`config.mk`:
```
export PLATFORM = sky130hd
export DESIGN_NAME = coriolis_fpmul_share_ctrl
export DESIGN_NICKNAME = d
export VERILOG_FILES = /design/src/rtl/coriolis_pkg.sv /design/src/rtl/coriolis_rr_arbiter.sv /design/src/rtl/coriolis_fpmul_share_ctrl.sv
export SDC_FILE = /design/constraint.sdc
export NUM_CORES = 1
export LEC_CHECK = 0
export BUFFER_PORTS_ARGS = -buffer_cell sky130_fd_sc_hd__clkbuf_2
export CORE_AREA = 2 2 151 153
export CTS_BUF_LIST = sky130_fd_sc_hd__clkbuf_4
export CTS_CLUSTER_SIZE = 8
export DETAILED_ROUTE_END_ITERATION = 7
export DIE_AREA = 0 0 153 155
export PLACE_DENSITY_LB_ADDON = 0.08
export SYNTH_ARGS = -nofsm -noshare
export SYNTH_HDL_FRONTEND = slang
export SYNTH_HIERARCHICAL = 1
export SYNTH_SLANG_ARGS = --single-unit
```
`constraint.sdc`:
```
create_clock -name clk -period 3.44 [get_ports clk]
set_input_delay 0.516 -clock clk [delete_from_list [all_inputs] [get_ports clk]]
set_output_delay 0.516 -clock clk [all_outputs]
set_load 0.005 [all_outputs]
```
`src/rtl/coriolis_pkg.sv`:
```
// Shared constants and types for the coriolis FloPoCo datapath blocks.
// FloPoCo words carry 2 exception bits above an IEEE single.
package coriolis_pkg;

    localparam int STREAMW_DEF = 34;
    localparam logic [1:0] FPC_EXC_NORMAL = 2'b01;
    localparam int FPMULT_LAT = 3;
    localparam int TIDW_MAX = 3;

    // One slot of the requester-tag pipeline that shadows the multiplier.
    typedef struct packed {
        logic                vld;
        logic [TIDW_MAX-1:0] id;
    } fpm_tag_t;

    function automatic int clog2(input int v);
        int r;
        r = 0;
        while ((1 << r) < v) r++;
        return r;
    endfunction

endpackage

```
`src/rtl/coriolis_rr_arbiter.sv`:
```
// Round-robin grant over NREQ requesters; the search starts at ptr and the
// pointer moves past the winner only when a grant is actually taken.
module coriolis_rr_arbiter
    import coriolis_pkg::*;
#(
    parameter int NREQ = 3,
    parameter int IDW  = 2
) (
    input  logic            clk,
    input  logic            rst,
    input  logic [NREQ-1:0] req,
    input  logic            adv,
    output logic [IDW-1:0]  g,
    output logic            gv
);

    logic [IDW-1:0]  ptr;
    logic [NREQ-1:0] rot;
    logic [IDW:0]    sum;
    logic            found;

    // rot[k] is requester (ptr+k) mod NREQ, so the first set bit is the winner.
    always_comb begin
        rot   = NREQ'(({req, req} >> ptr));
        g     = '0;
        sum   = '0;
        found = 1'b0;
        for (int k = 0; k < NREQ; k++) begin
            if (!found && rot[k]) begin
                found = 1'b1;
                sum   = {1'b0, ptr} + (IDW+1)'(k);
                if (sum >= (IDW+1)'(NREQ))
                    sum = sum - (IDW+1)'(NREQ);
                g = sum[IDW-1:0];
            end
        end
        gv = |req;
    end

    always_ff @(posedge clk) begin
        if (rst)
            ptr <= '0;
        else if (adv && gv)
            ptr <= (g == IDW'(NREQ-1)) ? '0 : g + IDW'(1);
    end

endmodule

```
`src/rtl/coriolis_fpmul_share_ctrl.sv`:
```
// Shares one pipelined FloPoCo multiplier among NREQ streams; a tag pipeline
// tracks which requester owns each in-flight product and steers it back.
module coriolis_fpmul_share_ctrl
    import coriolis_pkg::*;
#(
    parameter int STREAMW = STREAMW_DEF,
    parameter int NREQ    = 3,
    parameter int LAT     = FPMULT_LAT
) (
    input  logic                    clk,
    input  logic                    rst,
    input  logic [NREQ-1:0]         req_valid,
    output logic [NREQ-1:0]         req_ready,
    input  logic [NREQ*STREAMW-1:0] req_x,
    input  logic [NREQ*STREAMW-1:0] req_y,
    output logic [STREAMW-1:0]      mul_x,
    output logic [STREAMW-1:0]      mul_y,
    output logic                    mul_stall,
    input  logic [STREAMW-1:0]      mul_r,
    output logic [NREQ-1:0]         res_valid,
    output logic [STREAMW-1:0]      res_data,
    input  logic [NREQ-1:0]         res_ready,
    output logic [31:0]             issue_cnt
);

    localparam int IDW = (NREQ > 1) ? clog2(NREQ) : 1;

    logic [IDW-1:0] g;
    logic           gv;
    logic           adv;
    logic [31:0]    issue_cnt_q;
    fpm_tag_t       tags [LAT];

    coriolis_rr_arbiter #(.NREQ(NREQ), .IDW(IDW)) u_arb (
        .clk (clk),
        .rst (rst),
        .req (req_valid),
        .adv (adv),
        .g   (g),
        .gv  (gv)
    );

    // Only the tail owner's ready can hold the pipe; a stalled tail blocks everyone.
    always_comb begin
        res_valid = '0;
        for (int i = 0; i < NREQ; i++)
            if (tags[LAT-1].vld && tags[LAT-1].id == TIDW_MAX'(i))
                res_valid[i] = 1'b1;
        adv       = !tags[LAT-1].vld || |(res_valid & res_ready);
        mul_stall = !adv;
    end

    always_comb begin
        req_ready = '0;
        mul_x     = '0;
        mul_y     = '0;
        for (int i = 0; i < NREQ; i++) begin
            if (gv && g == IDW'(i)) begin
                req_ready[i] = adv;
                mul_x        = req_x[i*STREAMW +: STREAMW];
                mul_y        = req_y[i*STREAMW +: STREAMW];
            end
        end
    end

    // Idle advancing cycles push bubbles so tags stay aligned with mul_r.
    always_ff @(posedge clk) begin
        if (rst) begin
            for (int k = 0; k < LAT; k++)
                tags[k] <= '0;
        end else if (adv) begin
            tags[0] <= '{vld: gv, id: TIDW_MAX'(g)};
            for (int k = 1; k < LAT; k++)
                tags[k] <= tags[k-1];
        end
    end

    always_ff @(posedge clk) begin
        if (rst)
            issue_cnt_q <= '0;
        else if (adv && gv)
            issue_cnt_q <= issue_cnt_q + 32'd1;
    end

    assign res_data  = mul_r;
    assign issue_cnt = issue_cnt_q;

endmodule

```
==> impl_metrics.tcl, run 1 <==
set metrics [dict create \
    fin_cells 1171 \
    path_class "reg -> out" \
    netlist_instances 600 \
    track_usage 0.160 \
    drt-vias-per-instance 4.39 \
    coreArea_sq_um 22200 \
    finalHoldViolCount 0 \
    cts_tree "built" \
    syn-num-nets 851 \
    worst_setup_path_end_kind "output pin" \
    routed_wl_um 20700 \
    dp_slack_ns 0.208 \
    fin_nets 1135 \
    slowest_delay_ns 0.56 \
    path_clk_slew_ns 0.13 \
    worst_pin_slew_ns 0.730 \
    die-width_um 153 \
    mappedNetlistArea_sq_um 4460 \
    hold_depth 2 \
    gp_congestion 0.834 \
    p_per_area_nw_per_um2 744 \
    setup_tns_ns 0 \
    required_ns 2.92 \
    postPlaceCellArea_sq_um 6170 \
    ys_seq_area_frac 0.213 \
    min_period_ns 3.33 \
    path_cells "or4bb_1 -> a31oi_4 -> o21ai_2 -> nand2_4 -> buf_4 -> clkbuf_16 -> mux2i_1 -> o21ai_0 -> and2_1 -> clkbuf_2" \
    ys_types 54 \
    path_depth 10 \
    dp_hpwl_um 16200 \
    clockBufferDepth 2 \
    synthDominantCellAreaShare 0.162 \
    reg2reg_slack_ns 1.17 \
    timing.rr.end "issue_cnt[29]" \
    portBuffers 318 \
    drtIter0Drc 216 \
    holdWs_ns 0.470 \
    avgSynthCellArea_sq_um 7.43 \
    vias 5144 \
    cts.sinks 43 \
    stdcell_area_sq_um 6490 \
    crit_family "simple AND/OR/NAND/NOR gates" \
    layout_common_cells "318 x clkbuf_2, 83 x nand2_1, 80 x and2_1" \
    r2r_start "issue_cnt[4]" \
    rr_worst_depth 5 \
    dr.pass1.iters 4 \
    cp-start-kind "flop" \
    row_count 55 \
    grt_pass1_vias 5048 \
    peakVddDrop_uv 315 \
    holdBufCountCts 0 \
    io_pins 387 \
    min_path_type "in -> reg" \
    crit_slowest_cell "or4bb_1" \
    setup_ws_ns 0.113 \
    setup_violations 0 \
    htreeDepth 2 \
    fin_skew_ns 0.0119 \
    areaGrowthSynthToFinish_pct 45.6 \
    clk_latency_ns 0.36 \
    p_leak_nw 2.96 \
    crit_fanout 17 \
    yosysWarnings 6 \
    cp_num_buf_inv 3 \
    finalCritPeriodShare 0.967 \
    wl_per_cell_um 17.7 \
    hp-start "rst" \
    dp_cells 1143 \
    yosys.area.top_type "mux2i_1" \
    die-area_sq_um 23700 \
    drcViolationCount 0 \
    drv_cap 0 \
    cts_root_buf "clkbuf_4" \
    status "finished clean" \
    arrival_ns 2.81 \
    antenna_found_initial 1 \
    numCtsBuffers 5 \
    final_common_cell "clkbuf_2" \
    grt_max_degree 71 \
    ant_nets 0 \
    clock.fmax_ghz 0.301 \
    hold_end "tags[0][3]" \
    die_h_um 155 \
    relSlewSlack 0.509 \
    start_util 0.200 \
    synthTopCellsByArea "mux2i_1 16%, dfxtp_1 15%, and2_1 11%" \
    drive_above_1_share 0.434 \
    slew_violations 0 \
    synth-seq-cells 43 \
    grt_pass1_wl_um 30100 \
    grt-ovfl-total 0 \
]
Yosys cell counts (all sizes together):
| master | count |
|---|---|
| dfxtp | 34 |
| nor3b | 3 |
| o221ai | 1 |
| and3b | 1 |
| a21oi | 11 |
| o211a | 1 |
| o21ai | 72 |
| nor2 | 31 |
| or4 | 5 |
| a32oi | 2 |
| a31oi | 1 |
| nand2 | 85 |
| nand3b | 3 |
| a41o | 1 |
| xor2 | 4 |
| nand4b | 1 |
| nor3 | 4 |
| a31o | 2 |
| o311ai | 1 |
| buf | 46 |
| o31ai | 5 |
| edfxtp | 9 |
| inv | 13 |
| o221a | 1 |
| mux2 | 5 |
| and2 | 80 |
| or4b | 3 |
| clkbuf | 29 |
| nand3 | 10 |
| nand4 | 11 |
| nor2b | 5 |
| a311o | 1 |
| nor4 | 13 |
| a211oi | 1 |
| nand2b | 2 |
| mux2i | 72 |
| and3 | 2 |
| o41ai | 2 |
| or3 | 3 |
| xnor2 | 13 |
| or4bb | 1 |
| and4 | 4 |
| or2 | 1 |
| ha | 5 |
state kept, by name, indices dropped and copies added, names as in the netlist:
signal and flops:
u_arb/ptr 2, tags 9, issue_cnt 32
area by class of cell:
cell class | instances | area (sq um)
fillers | 2521 | 15700
multi-input cells | 470 | 3090
repair buffers | 351 | 1980
flip-flops and latches | 43 | 956
well taps | 285 | 357
inverters | 13 | 48.8
clock buffers | 6 | 45.0
clock inverters | 2 | 8.76
diodes | 1 | 2.50
worst max-delay path by stage:
stage                      start   endpoint  slack, ns
global route        u_arb/ptr[1]  mul_y[28]      -0.02
floorplan           req_valid[2]  mul_x[13]       0.17
CTS                 u_arb/ptr[1]  mul_y[33]       0.02
global placement    req_valid[1]  mul_y[15]       0.20
detailed placement  req_valid[1]   mul_y[2]       0.21
finish              u_arb/ptr[0]  mul_x[16]       0.11
power breakdown:
group | switching, mW | internal [mW]
Combinational | 1.93 | 2.04
Sequential | 0.0442 | 0.564
Clock | 0.169 | 0.0850
Total | 2.14 | 2.69
per-stage QoR:
| stage | utilization | power, mW |
|---|---|---|
| 2_1_floorplan | - | 2.69 |
| 3_3_place_gp | 0.278 | 4.18 |
| 3_5_place_dp | 0.278 | 4.15 |
| 4_1_cts | 0.280 | 4.44 |
| 5_1_grt | 0.292 | 5.29 |
| 6_report | 0.292 | 4.83 |
worst register-to-register path, cell delays in order, from the launching register on:
cell	delay (ns)
dfxtp_1	0.46
and4_1	0.46
nand3_4	0.17
or2_1	0.40
nor4_1	0.34
mux2_2	0.36
cell families (layout without fill, tap and decap cells):
family	Yosys count	count (layout)	share of synthesized area
flip-flops	43	43	0.213
XOR/XNOR	17	17	0.0334
AO/OA/AOI/OAI	102	102	0.133
other	0	1	0
multiplexers	77	77	0.174
buffers and inverters	88	372	0.106
AND/OR/NAND/NOR	268	269	0.325
adder cells (fa/ha/maj)	5	5	0.0140
what timing repair did:
action	CTS	global route
setup buffers	0	15
hold endpoints to repair	0	0
gates resized for setup	1	11
pin swaps	0	3
cloned	0	4
endpoints found under the setup margin	15	65
routing by layer:
metal  up-vias  share of wire  global-route usage
met5         -              0                   0
met4         0         0.0074              0.0229
met3         8          0.071              0.0490
met2       185           0.49               0.282
met1      2325           0.43               0.197
li1       2626              -                   -
(Power assumes the default switching activity.)
==> inputs of run 2 (changes only) <==
- CTS_BUF_LIST: sky130_fd_sc_hd__clkbuf_4 -> sky130_fd_sc_hd__clkbuf_8
==> run 2 against run 1 <==
  * Clock skew about the same
  * Routed wire length down 3.3%
  * Global-route usage about the same
  * Die area unchanged
  * Fmax up 1.9%
  * Total power down 5.6%
  * Via count down 0.95%
  * Sequential power about the same
  * Flip-flop and latch count unchanged
  * Critical endpoint is now mul_y[13]
==> impl_metrics.tcl, run 2 (synthesis gave the netlist of run 1 again) <==
set metrics [dict create \
    pwr-share-comb 0.791 \
    drive_above_1_share 0.424 \
    arrival_ns 2.75 \
    dp_slack_ns 0.208 \
    worst_pin_slew_ns 0.700 \
    required_ns 2.92 \
    portBuffers 318 \
    hp-start "issue_cnt[20]" \
    holdBufCountCts 0 \
    cp-start-kind "flop" \
    fin_skew_ns 0.0120 \
    postLayoutCoreUtil 0.285 \
    drt-vias-per-instance 4.40 \
    coreArea_sq_um 22200 \
    min_period_ns 3.26 \
    cts_root_buf "clkbuf_8" \
    min_path_type "reg -> reg" \
    stdcell_area_sq_um 6330 \
    pwr-share-seq 0.134 \
    start_util 0.200 \
    crit_fanout 13 \
    htreeDepth 2 \
    wl_per_cell_um 17.3 \
    postPlaceCellArea_sq_um 6170 \
    dr.pass1.iters 4 \
    clk_latency_ns 0.30 \
    antenna_found_initial 1 \
    worst_setup_path_end_kind "output pin" \
    grt_pass1_wl_um 30100 \
    drv_cap 0 \
    dp_hpwl_um 16200 \
    status "finished clean" \
    fin_nets 1123 \
    die_h_um 155 \
    peakVddDrop_uv 329 \
    p_per_area_nw_per_um2 720 \
    slew_violations 0 \
    drcViolationCount 0 \
    setup_ws_ns 0.176 \
    grt_max_degree 71 \
    holdWs_ns 0.519 \
    startpoint "u_arb/ptr[0]" \
    fin_cells 1159 \
    finalCritPeriodShare 0.949 \
    clockBufferDepth 2 \
    drtIter0Drc 189 \
    vias 5095 \
    report.power.total_mw 4.56 \
    clock.fmax_ghz 0.306 \
    grt_pass1_vias 5052 \
    rsz0062_at_grt "false" \
    pwr-share-clk 0.075 \
    die-area_sq_um 23700 \
    row_count 55 \
    setup_violations 0 \
    switching_power_mw 2.04 \
    path_clk_slew_ns 0.09 \
    path_class "reg -> out" \
    track_usage 0.161 \
    routed_wl_um 20000 \
    final_common_cell "clkbuf_2" \
    finalHoldViolCount 0 \
    numCtsBuffers 5 \
    largest_reg_flops 32 \
    relSlewSlack 0.530 \
    io_pins 387 \
    cts.sinks 43 \
    ant_nets 0 \
    netSwitchingFraction 0.447 \
    grt-ovfl-total 0 \
    dp_cells 1143 \
    setup_tns_ns 0 \
    p_leak_nw 2.89 \
    layout_common_cells "318 x clkbuf_2, 83 x nand2_1, 80 x and2_1" \
    die-width_um 153 \
    r2r_start "issue_cnt[4]" \
    gp_congestion 0.834 \
    areaGrowthSynthToFinish_pct 42.1 \
    cts_tree "built" \
    p_int_mw 2.52 \
]
## run 2: critical path, stage by stage (launching register included)
cell      delay, ns
dfxtp_2        0.40
or4bb_1        0.53
a31oi_2        0.20
o21ai_1        0.13
nand2_4        0.24
buf_4          0.28
mux2i_1        0.10
o21ai_0        0.27
and2_1         0.18
clkbuf_2       0.11
## run 2: routing by layer
metal / global-route usage / part of all wire / wire length [um] / vias up
met5: 0 / 0 / 0 / -
met3: 0.0499 / 0.072 / 1430 / 8
met4: 0.0243 / 0.0078 / 156 / 0
met2: 0.281 / 0.48 / 9710 / 183
li1: - / - / - / 2599
met1: 0.198 / 0.44 / 8730 / 2305
## run 2: worst paths after layout
check	to	slack, ns	depth (start not counted)
hold reg to reg	issue_cnt[20]	0.52	2
setup / recovery	mul_y[13]	0.18	9
setup reg to reg	issue_cnt[29]	1.17	5
hold / removal	issue_cnt[20]	0.52	2
## run 2: power groups by stage
stage / sequential, mW / combinational [mW] / clock (mW)
finish: 0.610 / 3.61 / 0.343
global route: 0.618 / 4.00 / 0.383
CTS: 0.608 / 3.56 / 0.361
detailed placement: 0.620 / 3.53 / 0
global placement: 0.623 / 3.56 / 0
floorplan: 0.599 / 2.09 / 0
## run 2: layout make-up
type	count	area [sq um]
Fill cell	2526	15900
Multi-Input combinational cell	469	3050
Timing Repair Buffer	340	1830
Sequential cell	43	953
Tap cell	285	357
Clock buffer	6	82.6
Inverter	13	48.8
Clock inverter	2	8.76
Antenna cell	1	2.50
## run 2: timing repair
action                                 CTS  global route
endpoints found under the hold margin    0             0
setup endpoints to repair                0            66
setup buffers                            0             7
gates resized for setup                  0             4
